**config.mk**
```make
export PLATFORM = sky130hd
export DESIGN_NAME = truth_table_scanner
export DESIGN_NICKNAME = d
export VERILOG_FILES = /design/src/rtl/truth_table_scanner.sv
export SDC_FILE = /design/constraint.sdc
export NUM_CORES = 1
export LEC_CHECK = 0
export CORE_ASPECT_RATIO = 0.8
export CORE_MARGIN = 5
export CORE_UTILIZATION = 23
export DETAILED_ROUTE_END_ITERATION = 16
export HOLD_SLACK_MARGIN = 0.15
export PLACE_DENSITY = 0.41
export SLEW_MARGIN = 20
export SYNTH_ARGS = -nofsm -noshare
export SYNTH_HDL_FRONTEND = slang
export SYNTH_SLANG_ARGS = --single-unit
```
**constraint.sdc**
```tcl
create_clock -name clk -period 5.8 [get_ports clk]
set_clock_uncertainty 0.1 [all_clocks]
set_input_delay 1.16 -clock clk [delete_from_list [all_inputs] [get_ports clk]]
set_output_delay 1.16 -clock clk [all_outputs]
set_load 0.02 [all_outputs]
```
**src/rtl/truth_table_scanner.sv**
```systemverilog
// Sequential truth-table reader: walks every input vector of an external
// combinational function, builds its minterm mask, counts the ones and compares.
module truth_table_scanner #(
  parameter int N      = 3,
  parameter int SETTLE = 1
) (
  input  logic             clk,
  input  logic             rst_n,
  input  logic             start,
  input  logic             f_in,
  input  logic [2**N-1:0]  exp_mask,
  output logic [N-1:0]     vec_out,
  output logic             busy,
  output logic             done,
  output logic [2**N-1:0]  minterms,
  output logic [N:0]       ones,
  output logic             match
);

  localparam int M  = 2**N;
  localparam int SW = (SETTLE > 1) ? $clog2(SETTLE) : 1;

  localparam logic [1:0] IDLE   = 2'd0;
  localparam logic [1:0] WAIT   = 2'd1;
  localparam logic [1:0] SAMPLE = 2'd2;
  localparam logic [1:0] DONE   = 2'd3;

  localparam logic [N-1:0]  LAST_VEC  = '1;
  localparam logic [SW-1:0] SCNT_LAST = SW'(SETTLE - 1);

  logic [1:0]    state;
  logic [SW-1:0] scnt;
  logic [M-1:0]  mask_next;

  // Mask with the current sample merged in, so the final compare sees the last bit.
  always_comb begin
    mask_next          = minterms;
    mask_next[vec_out] = f_in;
  end

  assign busy = (state == WAIT) || (state == SAMPLE);
  assign done = (state == DONE);

  always_ff @(posedge clk or negedge rst_n) begin
    if (!rst_n) begin
      state    <= IDLE;
      vec_out  <= '0;
      minterms <= '0;
      ones     <= '0;
      match    <= 1'b0;
      scnt     <= '0;
    end else begin
      case (state)
        IDLE: begin
          if (start) begin
            state    <= WAIT;
            vec_out  <= '0;
            minterms <= '0;
            ones     <= '0;
            match    <= 1'b0;
            scnt     <= '0;
          end
        end
        WAIT: begin
          scnt <= scnt + 1'b1;
          if (scnt == SCNT_LAST) state <= SAMPLE;
        end
        SAMPLE: begin
          minterms <= mask_next;
          ones     <= ones + {{N{1'b0}}, f_in};
          if (vec_out == LAST_VEC) begin
            state <= DONE;
            match <= (mask_next == exp_mask);
          end else begin
            vec_out <= vec_out + 1'b1;
            scnt    <= '0;
            state   <= WAIT;
          end
        end
        DONE: begin
          vec_out <= '0;
          state   <= IDLE;
        end
        default: state <= IDLE;
      endcase
    end
  end

endmodule

```
---- Word level (Yosys, flattened, before mapping) ----
Index checks and enable logic that the tools add are counted.
storage, ports and cells
  bits in registers ....................... 19
  input bits .............................. 12
  output and inout port bits .............. 18
operators by class
  add/sub/neg operators ................... 3
  $lt $le $gt $ge ......................... 2
  equality and inequality tests ........... 9
  mux-type cells .......................... 19
  reductions and logical operators ........ 11
operators by type and width
  operator                                                            count
  one-hot mux 8 bit (2 select lines)                                  1
  one-hot mux 3 bit (3 select lines)                                  1
  AND reduction 3 bit                                                 3
  bitwise mux 8 bit                                                   1
  == test 8 bit                                                       1
  two-way mux 8 bit                                                   1
  one-hot mux 2 bit (4 select lines)                                  1
  one-hot mux 4 bit (2 select lines)                                  1
  two-way mux 2 bit                                                   3
  two-way mux 3 bit                                                   2
  inequality test 2 bit (second input constant)                       3
  nonzero test 3 bit                                                  2
  adder 4 x 1 -> 4 bit                                                1
  == test 2 bit (second input constant)                               2
  < comparator 3 x 4 -> 1 bit (second input constant)                 1
  two-way mux 1 bit                                                   4
  two-way mux 4 bit                                                   1
  AND reduction 2 bit                                                 2
  adder 3 x 1 -> 3 bit (second input constant)                        1
  demux 1 bit (select 3 bit)                                          1
  == test 3 bit (second input constant)                               1
  greater-or-equal comparator 3 x 1 -> 1 bit (second input constant)  1
  one-hot mux 1 bit (3 select lines)                                  1
  == test 2 x 1 -> 1 bit (second input constant)                      1
  7 further kinds                                                     7

---- Longest topological paths before layout ----
  depth after elaboration ................. 8
  mapped depth ............................ 8
  mapped depth without buffers ............ 7

---- Worst setup path after synthesis ----
OpenSTA, ideal clock, no wires.
  kind .................................... input -> register
  start point ............................. in exp_mask[2]
  end point ............................... reg match
  library setup time ...................... 0.066 ns
  data arrival time ....................... 2.293 ns
  path slack .............................. 3.341 ns
  cell stages on the path ................. 5
  cells stage by stage .................... mux2_2 -> a22o_1 -> a311o_1 -> nor4_1 -> a41o_1
between the ends
  cells in the longest elaborated chain, start to end .. 3
ends and longest elaborated chain
  element                             line  text
  start: declaration                  11    input logic [2**N-1:0] exp_mask,
  == test 8 bit                       73    match <= (mask_next == exp_mask);
  two-way mux 1 bit                   71    if (vec_out == LAST_VEC) begin
  one-hot mux 1 bit (2 select lines)  53    case (state)
  end signal: assignment              73
  end: declaration                    17    output logic match
Every way passes these cells. The select of a mux whose other input is x is not followed.
A chain may end at the register's enable or synchronous reset.

---- Worst setup path after layout ----
  start point ............................. in f_in
  end point ............................... reg match
between the ends
  cells in the longest elaborated chain, start to end .. 4
ends and longest elaborated chain
  element                             line  text
  start: declaration                  10    input logic f_in,
  bitwise mux 8 bit                   38    mask_next[vec_out] = f_in;
  == test 8 bit                       73
  two-way mux 1 bit                   71
  one-hot mux 1 bit (2 select lines)  53
Every way passes these cells. The select of a mux whose other input is x is not followed.

==> metrics.csv <==
metric,value,unit
cts bufs inserted,3,
status,finished clean,
critical path type,in2reg,
number of synthesized register bits,19,
Post-synth ARST share,1.000,
Mapped Avg Cell Area,9.086,um^2
fin util,0.3019,
max incr delay on CP,830,ps
Syn Std Cell Area,0.001354,mm^2
Die H,78.62,um
Final setup viols,0,
"Period Utilization, post-route",0.5265,
layout cell share with drive strength beyond 1,0.04023,
largest net degree at the start of global routing,22,
cell with the most instances after synthesis,dfrtp_1,
PostCTS Resize Cnt,0,
Peak VDD IR,0.2640,mV
worst-path cell chain,"clkdlybuf4s50_1, or3b_1, a311o_1, nor4_1, a41o_1",
min Tclk post-route,3054,ps
routed len/inst,15.53,um
initial DRC count,36,
first-pass GRT wire length,6430,um
H-tree depth,1,
PwrDens,372.2,mW/mm^2
CTS tree,yes,
num rows,25,
Leakage,0.7281,nW
Worst-Margin Slew,956.6,ps
Layout area overhead,29.76,%
ranking of synthesized cells by area,"dfrtp_1, a22o_1, ha_1",
setup bufs post-CTS,0,
die area,0.007530,mm^2
setup TNS,0,ps
register area,475.5,um^2
port bufs,29,
maxcap violations,0,
Yosys top cell by area,dfrtp_1,
hold buffer count at cts,0,
clk sink count,19,
Min-Delay Path Class,reg2reg,
grt ovf,0,
area share of the largest cell type after synthesis,0.3512,
Final nets,195,
Clock transition at path regs,90,ps
sequential fraction of the synthesis area,0.3512,
Crit-path slowest cell,clkdlybuf4s50_1,
Worst Setup Start Kind,input pin,
WP data required,5910,ps
Final Wtd Congestion,0.7600,
area of the multi-input gates,822.0,um^2
# DRC,0,
Post-synth EDFFs,0,
fillers,614,
FMAX,327.5,MHz
predominant post-synthesis flop cell,dfrtp_1,
Starting Density,0.2327,
"antenna viol nets, final",0,
Core ar.,0.005818,mm^2
deepest clock path buffer count,2,
Post-Route WL,3959,um
DRT Pass-1 Iters,4,
detailed placement HPWL,2838,um
Boundary Pins,30,
vias per inst,4.918,
GRT Util Overall,0.1096,
n_diodes,0,
final hold slack,438.3,ps
Hold Fails Final Rpt,0,
vias in the first global route,1242,
arrival time worst endpoint,3170,ps
syn nets,169,
RSZ-0062 raised after global routing,no,
latest clock arrival within the worst-skew pair,260,ps
Crit. End Element,flop,
synthesis warning total,0,
CTS Root Cell,clkbuf_8,
worst path bufs/invs,1,
Vias,1254,
Max Slew Vio Count,0,
Worst slew margin,0.3580,
Worst Path Max Fanout,15,
Post-synth top cells,"dfrtp_1, a22o_1, o21ai_0",
top cell family by delay on the critical path,buffers and inverters,
post-synthesis cell count,149,
initial antenna violation count,0,
distinct cell type count after synthesis,40,
die width,95.78,um
## per-layer routing
layer / up-vias / track usage / part of all wire
li1: 610 / - / -
met1: 608 / 0.1503 / 0.50
met2: 30 / 0.1631 / 0.43
met3: 6 / 0.03544 / 0.059
met4: 0 / 0.03125 / 0.0099
met5: - / 0 / 0
## power breakdown
group	internal [mW]	switching [mW]
Combinational	0.150	0.191
Clock	0.0491	0.0537
Sequential	0.161	0.0491
Total	0.360	0.294
## placed cells by master (no fill, tap or decap), drive strengths merged, types with 2 or more instances in the layout
cell	n
ha	8
nor3	5
nor2b	3
xnor2	3
clkbuf	4
nor2	8
nand3	2
nand2	10
dfrtp	19
clkdlybuf4s50	29
a31oi	3
inv	6
o31ai	2
a32o	2
nand2b	9
or3b	2
a22o	15
nand3b	6
mux2	3
o21ai	14
a21oi	2
mux2i	2
## state kept, by name (all words and copies together) (netlist names)
signal,flops
minterms,8
ones,4
scnt,1
state,2
match,1
vec_out,3
## stage by stage
step                std cells  setup slack [ps]  power [mW]  area (um^2)
floorplan                 149              3341      0.4358         1354
global placement          251              2472      0.5536         1712
detailed placement        251              2499      0.5572         1712
CTS                       255              2774      0.6621         1757
global route              255              2662      0.7045         1757
finish                    255              2746      0.6538         1757
## final cells by class
type	instances	share of cell area
Timing Repair Buffer	29	0.1652
Multi-Input combinational cell	116	0.4679
Sequential cell	19	0.2707
Inverter	6	0.01282
Clock buffer	4	0.02564
Tap cell	81	0.05769
## worst paths after layout
path,end,depth (start not counted),slack (ps),start
worst max-delay path,match$_DFFE_PN0P_,5,2750,f_in
worst min-delay path,ones[0]$_DFFE_PN0P_,1,440,ones[0]$_DFFE_PN0P_
worst max register to register,match$_DFFE_PN0P_,7,3350,state[0]$_DFFE_PN0P_
worst min register to register,ones[0]$_DFFE_PN0P_,1,440,ones[0]$_DFFE_PN0P_
max in group asynchronous,ones[1]$_DFFE_PN0P_,1,3710,rst_n
min in group asynchronous,minterms[4]$_DFFE_PN0P_,1,1310,rst_n
## logic make-up after synthesis
group | synth area share
buf+inv | 0.04159
fa+ha+maj | 0.07394
xor+xnor | 0.02588
flops | 0.3512
simple gates | 0.2089
mux | 0.03974
compound gates | 0.2588
No activity file was read; power rests on OpenSTA's default activity.
